`config.mk`:
```
export PLATFORM = sky130hd
export DESIGN_NAME = fsm_step_monitor
export DESIGN_NICKNAME = d
export VERILOG_FILES = /design/src/rtl/fsm_pkg.sv /design/src/rtl/fsm_step_check.sv /design/src/rtl/fsm_step_monitor.sv
export SDC_FILE = /design/constraint.sdc
export NUM_CORES = 1
export LEC_CHECK = 0
export ABC_AREA = 1
export BUFFER_PORTS_ARGS = -buffer_cell sky130_fd_sc_hd__buf_2
export CORE_ASPECT_RATIO = 0.5
export CORE_MARGIN = 8
export CORE_UTILIZATION = 43
export CTS_BUF_LIST = sky130_fd_sc_hd__clkbuf_8
export DETAILED_ROUTE_END_ITERATION = 12
export PLACE_DENSITY = 0.61
export SLEW_MARGIN = 25
export SYNTH_ARGS = -nofsm -noshare
export SYNTH_HDL_FRONTEND = slang
export SYNTH_HIERARCHICAL = 1
export SYNTH_SLANG_ARGS = --single-unit
```
`constraint.sdc`:
```
create_clock -name clock -period 6.06 [get_ports clock]
set_clock_uncertainty 0.1 [all_clocks]
set_input_delay 0.606 -clock clock [delete_from_list [all_inputs] [get_ports clock]]
set_output_delay 0.606 -clock clock [all_outputs]
set_load 0.05 [all_outputs]
```
`src/rtl/fsm_pkg.sv`:
```
// Shared definitions for the 9-state step FSM and its observers.
// Step order lives here so every consumer agrees on the successor of each state.
package fsm_pkg;

  localparam int NUM_STATES = 9;
  localparam int SW         = 4;

  typedef enum logic [1:0] {
    ST_OK    = 2'd0,
    ST_TMO   = 2'd1,
    ST_FAULT = 2'd2
  } status_e;

  // Successor of a state; the last legal state wraps to 0.
  function automatic logic [SW-1:0] next_state(input logic [SW-1:0] prev);
    logic [SW-1:0] nxt;
    if (prev == SW'(NUM_STATES - 1)) begin
      nxt = {SW{1'b0}};
    end else begin
      nxt = prev + SW'(1);
    end
    return nxt;
  endfunction

endpackage

```
`src/rtl/fsm_step_check.sv`:
```
// Combinational decode of one sampled step (prev -> st): illegal value,
// legal step and lap wrap.
module fsm_step_check
  import fsm_pkg::*;
(
  input  logic [SW-1:0] prev,
  input  logic [SW-1:0] st,
  output logic          illegal_val,
  output logic          legal_step,
  output logic          wrap
);

  // Classify the step; an out-of-range prev only permits an (illegal) hold.
  always_comb begin
    illegal_val = 1'b0;
    legal_step  = 1'b0;
    wrap        = 1'b0;
    illegal_val = ({1'b0, st} >= (SW + 1)'(NUM_STATES));
    if (illegal_val) begin
      legal_step = 1'b0;
    end else if (st == prev) begin
      legal_step = 1'b1;
    end else if ({1'b0, prev} < (SW + 1)'(NUM_STATES)) begin
      legal_step = (st == next_state(prev));
    end else begin
      legal_step = 1'b0;
    end
    wrap = (prev == SW'(NUM_STATES - 1)) && (st == {SW{1'b0}});
  end

endmodule

```
`src/rtl/fsm_step_monitor.sv`:
```
// Observer for the step FSM: dwell time, lap count, sticky timeout/error
// flags and a registered status summary.
module fsm_step_monitor
  import fsm_pkg::*;
#(
  parameter int DW      = 8,
  parameter int TIMEOUT = 200,
  parameter int LW      = 8
) (
  input  logic          clock,
  input  logic          reset,
  input  logic          en,
  input  logic [SW-1:0] st,
  input  logic          clr,
  output logic          chg,
  output logic [DW-1:0] dwell,
  output logic [LW-1:0] laps,
  output logic          tmo,
  output logic          err,
  output logic [1:0]    status
);

  logic [SW-1:0] prev_r, prev_s;
  logic          chg_r, chg_s;
  logic [DW-1:0] dwell_r, dwell_s;
  logic [LW-1:0] laps_r, laps_s;
  logic          tmo_r, tmo_s, tmo_set_s;
  logic          err_r, err_s, err_set_s;
  status_e       status_r, status_s;
  logic          changed_s;
  logic          illegal_val_s, legal_step_s, wrap_s;

  fsm_step_check u_check (
    .prev        (prev_r),
    .st          (st),
    .illegal_val (illegal_val_s),
    .legal_step  (legal_step_s),
    .wrap        (wrap_s)
  );

  // Counters and sticky flags; clr clears flags/laps but a same-cycle set wins.
  always_comb begin
    prev_s    = prev_r;
    chg_s     = 1'b0;
    dwell_s   = dwell_r;
    laps_s    = laps_r;
    tmo_set_s = 1'b0;
    err_set_s = 1'b0;
    changed_s = (st != prev_r);
    if (en) begin
      prev_s    = st;
      chg_s     = changed_s;
      tmo_set_s = !changed_s &&
                  ((({1'b0, dwell_r} + (DW + 1)'(1)) == (DW + 1)'(TIMEOUT)) ||
                   (dwell_r >= DW'(TIMEOUT)));
      err_set_s = illegal_val_s || !legal_step_s;
      if (changed_s) begin
        dwell_s = {DW{1'b0}};
      end else if (dwell_r == {DW{1'b1}}) begin
        dwell_s = dwell_r;
      end else begin
        dwell_s = dwell_r + DW'(1);
      end
      if (wrap_s && legal_step_s) begin
        laps_s = laps_r + LW'(1);
      end else begin
        laps_s = laps_r;
      end
    end else begin
      prev_s = prev_r;
    end
    if (clr) begin
      laps_s = {LW{1'b0}};
    end else begin
      laps_s = laps_s;
    end
    tmo_s = tmo_set_s || (tmo_r && !clr);
    err_s = err_set_s || (err_r && !clr);
  end

  // Status FSM: FAULT > TIMEOUT > OK, left only through clr.
  always_comb begin
    status_s = status_r;
    case (status_r)
      ST_OK: begin
        if (err_set_s) begin
          status_s = ST_FAULT;
        end else if (tmo_set_s) begin
          status_s = ST_TMO;
        end else begin
          status_s = ST_OK;
        end
      end
      ST_TMO: begin
        if (err_set_s) begin
          status_s = ST_FAULT;
        end else if (clr && !tmo_set_s) begin
          status_s = ST_OK;
        end else begin
          status_s = ST_TMO;
        end
      end
      ST_FAULT: begin
        if (clr && !err_set_s) begin
          status_s = tmo_set_s ? ST_TMO : ST_OK;
        end else begin
          status_s = ST_FAULT;
        end
      end
      default: begin
        status_s = ST_OK;
      end
    endcase
  end

  // State register with synchronous reset.
  always_ff @(posedge clock) begin
    if (reset) begin
      prev_r   <= {SW{1'b0}};
      chg_r    <= 1'b0;
      dwell_r  <= {DW{1'b0}};
      laps_r   <= {LW{1'b0}};
      tmo_r    <= 1'b0;
      err_r    <= 1'b0;
      status_r <= ST_OK;
    end else begin
      prev_r   <= prev_s;
      chg_r    <= chg_s;
      dwell_r  <= dwell_s;
      laps_r   <= laps_s;
      tmo_r    <= tmo_s;
      err_r    <= err_s;
      status_r <= status_s;
    end
  end

  assign chg    = chg_r;
  assign dwell  = dwell_r;
  assign laps   = laps_r;
  assign tmo    = tmo_r;
  assign err    = err_r;
  assign status = status_r;

endmodule

```
==> results of run 1 <==
[cells in the mapped netlist, drive strengths merged]
cell type and number:
nand3b 2, xor2 2, o21a 1, o21bai 2, buf 2, ha 6
nand2 71, nand3 20, o311ai 1, nand4 8, a21oi 22, dfxtp 25
nor3b 1, nor2 18, a21boi 1, inv 31, xnor2 5, o21ai 8
nor3 3, a31oi 1, clkbuf 2
[tightest hold or removal path, delay by kind of cell, from the launching register on]
kind            cells  cell delay [ns]
simple gates        1             0.05
flops               1             0.33
compound gates      1             0.05
[where the power goes]
part | internal [mW] | switching, mW
clock network | 0.0466 | 0.0550
registers | 0.167 | 0.00446
logic | 0.0143 | 0.0306
[final cells by class]
class,instances,area [sq um]
clock inverter,1,7.51
tap,51,63.8
sequential,25,500
clock buffer,3,41.3
timing repair buffer,28,140
multi-input combinational,172,948
fill,380,1670
inverter,31,116
[sequential cells by signal, indices dropped and copies added, names as in the netlist]
signal,count
chg,1
dwell,8
err,1
laps,8
prev_r,4
status,2
tmo,1
[stage by stage]
step | hold slack (ns) | instance area, sq um | instances | util [%] | setup slack [ns]
after global placement | 0.338 | 1770 | 307 | 50.7 | 3.65
after global routing | 0.422 | 1820 | 311 | 52.1 | 3.25
final | 0.363 | 1820 | 311 | 52.1 | 3.57
after detailed placement | 0.347 | 1770 | 307 | 50.7 | 3.58
after floorplan | 0.431 | 1590 | 232 | - | 3.78
after CTS | 0.370 | 1820 | 311 | 52.1 | 3.56
[cell families (layout without fill, tap and decap cells)]
family	after synthesis	in the layout	share of synthesized area, %
AND/OR/NAND/NOR	123	123	37.4
AO/OA/AOI/OAI	36	36	13.7
buffers and inverters	35	63	8.82
flip-flops	25	25	31.5
XOR/XNOR	7	7	3.86
adder cells (fa/ha/maj)	6	6	4.72
[metal layers]
layer | vias to the layer above | share of wire (%) | routed length, um | global-route usage [%]
met2 | 31 | 44 | 1530 | 20.0
met5 | - | 0 | 0 | 0
met1 | 669 | 51 | 1800 | 15.1
met3 | 2 | 4.2 | 148 | 3.04
li1 | 809 | - | - | -
met4 | 0 | 0.77 | 27 | 3.51
[how the worst min path moves through the flow]
stage | slack [ns] | cells after the start | startpoint | endpoint
2_1_floorplan | 0.43 | 2 | prev_r[0] | prev_r[0]
3_3_place_gp | 0.34 | 2 | err | err
3_5_place_dp | 0.35 | 2 | err | err
4_1_cts | 0.37 | 2 | err | err
5_1_grt | 0.42 | 2 | tmo | tmo
6_report | 0.36 | 2 | err | err
==> summary.md, run 1 <==
| Metric | Value |
|---|---|
| Number of diodes | `0` |
| Synth Cell Area | `about 1600 sq um` |
| CP Buf/Inv Count | `2` |
| Worst Setup EP | `laps[7]` |
| Top delay family on crit path | `simple AND/OR/NAND/NOR gates` |
| Seq/Total Area, Yosys | `31.5%` |
| Crit path depth | `17` |
| Max transition margin | `between 70% and 80%` |
| Reg clk slew, reported paths | `around 0.090 ns` |
| Share of layout cells above drive strength 1 | `around a fifth` |
| Grt total ovfl | `0` |
| Max-slew violation count | `0` |
| Post-route minimum period | `around 2.5 ns` |
| Max_cap viols | `0` |
| Mapped Cells | `roughly 230` |
| Pwr dens | `175 nW/um^2` |
| RePlAce Congestion | `0.909` |
| Port Buffers | `28` |
| Die height | `between 50 and 60 um` |
| Final period utilization | `between 40% and 50%` |
| Total power | `between 300 and 400 uW` |
| Worst-Margin Slew | `around 0.36 ns` |
| IO Pins | `29` |
| H-tree depth | `1` |
| Core Box Area | `3490 sq um` |
| Setup CP Type | `register to register` |
| Syn avg cell area | `6.85 sq um` |
| Antenna violations before repair | `0` |
| Row cnt | `15` |
| Critical Path Fanout Max | `8` |
| CP Data Arrival Time | `approximately 2.6 ns` |
| RR Endpoint | `laps[7]` |
| Slowest library cell on the worst path | `dfxtp_1` |
| Unrepaired setup endpoints after global routing | `false` |
| R2R Path Start | `prev_r[0]` |
| Critical path capture point type | `register` |
| Crit start category | `register` |
| TritonCTS clock tree | `yes` |
| Number of global-route vias before repair | `1339` |
| DP HPWL | `approximately 2700 um` |
| Max frequency | `between 400 and 500 MHz` |
| Setup TNS | `0 ns` |
| Synth area leader | `dfxtp_1` |
| Hold WC Path Type | `register to register` |
| Global-route wire length before repair | `about 6000 um` |
| Clock Path Buffers | `2` |
| GRT Total Usage | `12.1%` |
| Post-Route WL | `between 3000 and 4000 um` |
| DR WL/cell | `between 10 and 15 um` |
| CTS sink cnt | `25` |
| Fin. Hold Viols | `0` |
| Worst vdd ir | `105 uV` |
| Chip Width | `approximately 100 um` |
| Die area | `6010 sq um` |
| Crit path launch | `prev_r[0]` |
| P&R area growth vs syn | `14.4%` |
| Yosys warning count | `6` |
| Final setup viols | `0` |
| Routed Antenna Nets | `0` |
| Top cells by area, synth | `dfxtp_1, nand2_1, inv_1` |
| Slowest stage delay, CP | `0.48 ns` |
| Crit path cell chain | `inv_1, ha_1, inv_1, nand2_1, nand3_1, nor2_1, nand2_1, nor2_2, nand2_1, a21oi_2, nand3_4, nor2_4, nand2_1, nor3_2, nand2_1, xor2_1, nor2_1` |
| Commonest cells after routing, fill and taps aside | `nand2_1, buf_2, inv_1` |
| Clock root buffer master | `clkbuf_8` |
| DRC | `0` |
| Syn_nets | `around 250` |
| WP data required | `6.13 ns` |
| First DRT Iteration DRCs | `71` |
| TritonCTS buffer count | `3` |
| Leak Pwr | `slightly below 0.8 nW` |
| Vias | `approximately 1500` |
| CTS resizes | `0` |
| Commonest non-fill, non-tap cell in the layout | `nand2_1` |
| Most common cell on crit path | `nand2_1` |
| Clk_lat worst skew | `0.27 ns` |
| Postcts setup bufs | `0` |
| R2r worst-path depth | `17` |
| Netlist cell types | `34` |
| Nets@finish | `~280` |
| Initial cell density of the core | `between 40% and 50%` |
| Drt first pass iters | `4` |
| DR vias/cell | `roughly 4.9` |
| Largest net degree at the start of global routing | `18` |
| Yosys top cell area share | `approximately a third` |
| Yosys reg bits | `25` |
| Post-CTS Hold Buffers | `0` |
| R2r setup slk | `between 3 and 4 ns` |
| Status | `finished, final reports clean` |
(Power assumes the default switching activity.)
==> run 2: changes to the inputs <==
==> constraint.sdc (replaced) <==
create_clock -name clock -period 2.29 [get_ports clock]
set_clock_uncertainty 0.1 [all_clocks]
set_input_delay 0.229 -clock clock [delete_from_list [all_inputs] [get_ports clock]]
set_output_delay 0.229 -clock clock [all_outputs]
set_load 0.05 [all_outputs]
==> summary.md, run 2 (same netlist as run 1, synthesis figures left out) <==
| Metric | Value |
|---|---|
| Final period utilization | `roughly 97%` |
| Clock Path Buffers | `2` |
| CP Data Arrival Time | `between 2 and 2.5 ns` |
| Placed insts | `311` |
| Vias | `between 1500 and 2000` |
| H-tree depth | `1` |
| Drt first pass iters | `4` |
| Initial cell density of the core | `a little under half` |
| Routed Antenna Nets | `0` |
| Global-route wire length before repair | `approximately 6400 um` |
| Met2 wire length | `between 1500 and 2000 um` |
| DRC | `0` |
| Unrepaired setup endpoints after global routing | `true` |
| Max layer used | `met4` |
| WP data required | `2.36 ns` |
| # fillers | `roughly 360` |
| DRT met1 WL | `~1800 um` |
| Commonest non-fill, non-tap cell in the layout | `nand2_1` |
| Die height | `between 50 and 60 um` |
| Max transition margin | `about 80%` |
| Worst-Margin Slew | `~0.33 ns` |
| Post-route minimum period | `roughly 2.2 ns` |
| Fin. Hold Viols | `0` |
| Hold WC Path Type | `input pin to register` |
| Filler-free cell count of the finished design | `around 320` |
| Reg clk slew, reported paths | `approximately 0.090 ns` |
| Worst vdd ir | `between 150 and 200 uV` |
| Die area | `roughly 6000 sq um` |
| Critical path capture point type | `register` |
| IO Pins | `29` |
| Number of diodes | `0` |
| Max-slew violation count | `0` |
| Final setup viols | `0` |
| GRT Total Usage | `roughly an eighth` |
| Port Buffers | `28` |
| Critical Path Fanout Max | `3` |
| DP HPWL | `roughly 2800 um` |
| Pwr dens | `between 400 and 500 nW/um^2` |
| Share of layout cells above drive strength 1 | `25.5%` |
| Antenna violations before repair | `0` |
| Setup TNS | `0 ns` |
| Largest net degree at the start of global routing | `18` |
| Status | `finished, final reports clean` |
| R2r setup slk | `around 0.073 ns` |
| First DRT Iteration DRCs | `68` |
| R2R Path Start | `prev_r[0]` |
| RR Endpoint | `laps[7]` |
| Commonest cells after routing, fill and taps aside | `nand2_1, buf_2, inv_1` |
| Clk_lat worst skew | `approximately 0.27 ns` |
| Worst hold path startpoint | `st[0]` |
| Detail Route met3 WL | `between 150 and 200 um` |
| Crit path launch | `prev_r[0]` |
| Number of global-route vias before repair | `1429` |
| Core Box Area | `roughly 3500 sq um` |
| R2r worst-path depth | `17` |
| Row cnt | `15` |
| Grt total ovfl | `0` |
| Clock root buffer master | `clkbuf_8` |
| Chip Width | `around 100 um` |
| Max_cap viols | `0` |
| RePlAce Congestion | `slightly above 0.9` |
| Max frequency | `451 MHz` |
| TritonCTS buffer count | `3` |
| Worst Setup EP | `laps[7]` |
| CTS sink cnt | `25` |
| Post-CTS Hold Buffers | `0` |
| Multi-input gate area | `between 900 and 1000 sq um` |
| P&R area growth vs syn | `20.0%` |
| Crit start category | `register` |
| Leak Pwr | `between 0.8 and 0.9 nW` |
| Nets@finish | `about 280` |
| Post-Route WL | `3640 um` |
| Area occupied by registers | `slightly above 500 sq um` |
| Setup CP Type | `register to register` |
| DR WL/cell | `around 11 um` |
| TritonCTS clock tree | `yes` |
| DR vias/cell | `~4.8` |
## run 2: timing repair
action	CTS	global route
gates cloned	0	0
pin swaps	7	9
resized for setup	5	6
endpoints found under the hold margin	0	0
buffers inserted	2	1
endpoints found under the setup margin	1	4
## run 2: how the worst min path moves through the flow
| stage | endpoint | depth (start not counted) | slack [ns] |
|---|---|---|---|
| after global routing | prev_r[3] | 3 | 0.16 |
| after CTS | prev_r[0] | 3 | 0.15 |
| final | prev_r[0] | 3 | 0.15 |
| after floorplan | prev_r[3] | 2 | 0.27 |
| after global placement | err | 2 | 0.34 |
| after detailed placement | err | 2 | 0.35 |
## run 2: per-stage QoR
| stage | hold WS, ns | area (sq um) | util, % | power (mW) | worst slack, ns |
|---|---|---|---|---|---|
| 5_1_grt | 0.160 | 1910 | 54.6 | 0.901 | -0.147 |
| 4_1_cts | 0.147 | 1880 | 53.9 | 0.866 | 0.00449 |
| 3_5_place_dp | 0.348 | 1800 | 51.5 | 0.588 | -0.00156 |
| 2_1_floorplan | 0.269 | 1590 | - | 0.555 | 0.00920 |
| 3_3_place_gp | 0.336 | 1800 | 51.5 | 0.586 | 0.0568 |
| 6_report | 0.149 | 1910 | 54.6 | 0.853 | 0.0735 |
## run 2: worst max-delay path, cell delays in order, from the launching register on
cell	delay, ns
dfxtp_2	0.35
inv_2	0.06
ha_4	0.27
inv_2	0.03
nand2_1	0.04
nand3_1	0.07
nor2_1	0.08
nand2_1	0.06
nor2_2	0.09
nand2_1	0.06
a21oi_2	0.18
nand3_4	0.13
nor2_4	0.14
nand2_2	0.08
nor3_4	0.13
nand2_1	0.08
xor2_1	0.14
nor2_1	0.05
## run 2: final cells by class
class / instances / area share, %
clock buffers: 3 / 2.17
inverters: 31 / 6.10
flip-flops and latches: 25 / 26.4
well taps: 51 / 3.35
multi-input cells: 172 / 51.5
repair buffers: 35 / 10.1
clock inverters: 1 / 0.394
## run 2: report_power, final
part	leakage, nW	total [mW]	switching, mW	internal (mW)
Clock	0.0217	0.270	0.147	0.123
Combinational	0.614	0.130	0.0856	0.0443
Sequential	0.204	0.452	0.00925	0.443
## run 2: routing by layer
layer / track usage (%) / vias to the layer above
met1: 16.7 / 687
met3: 3.28 / 2
li1: - / 822
met4: 2.69 / 0
met5: 0 / -
met2: 21.2 / 31
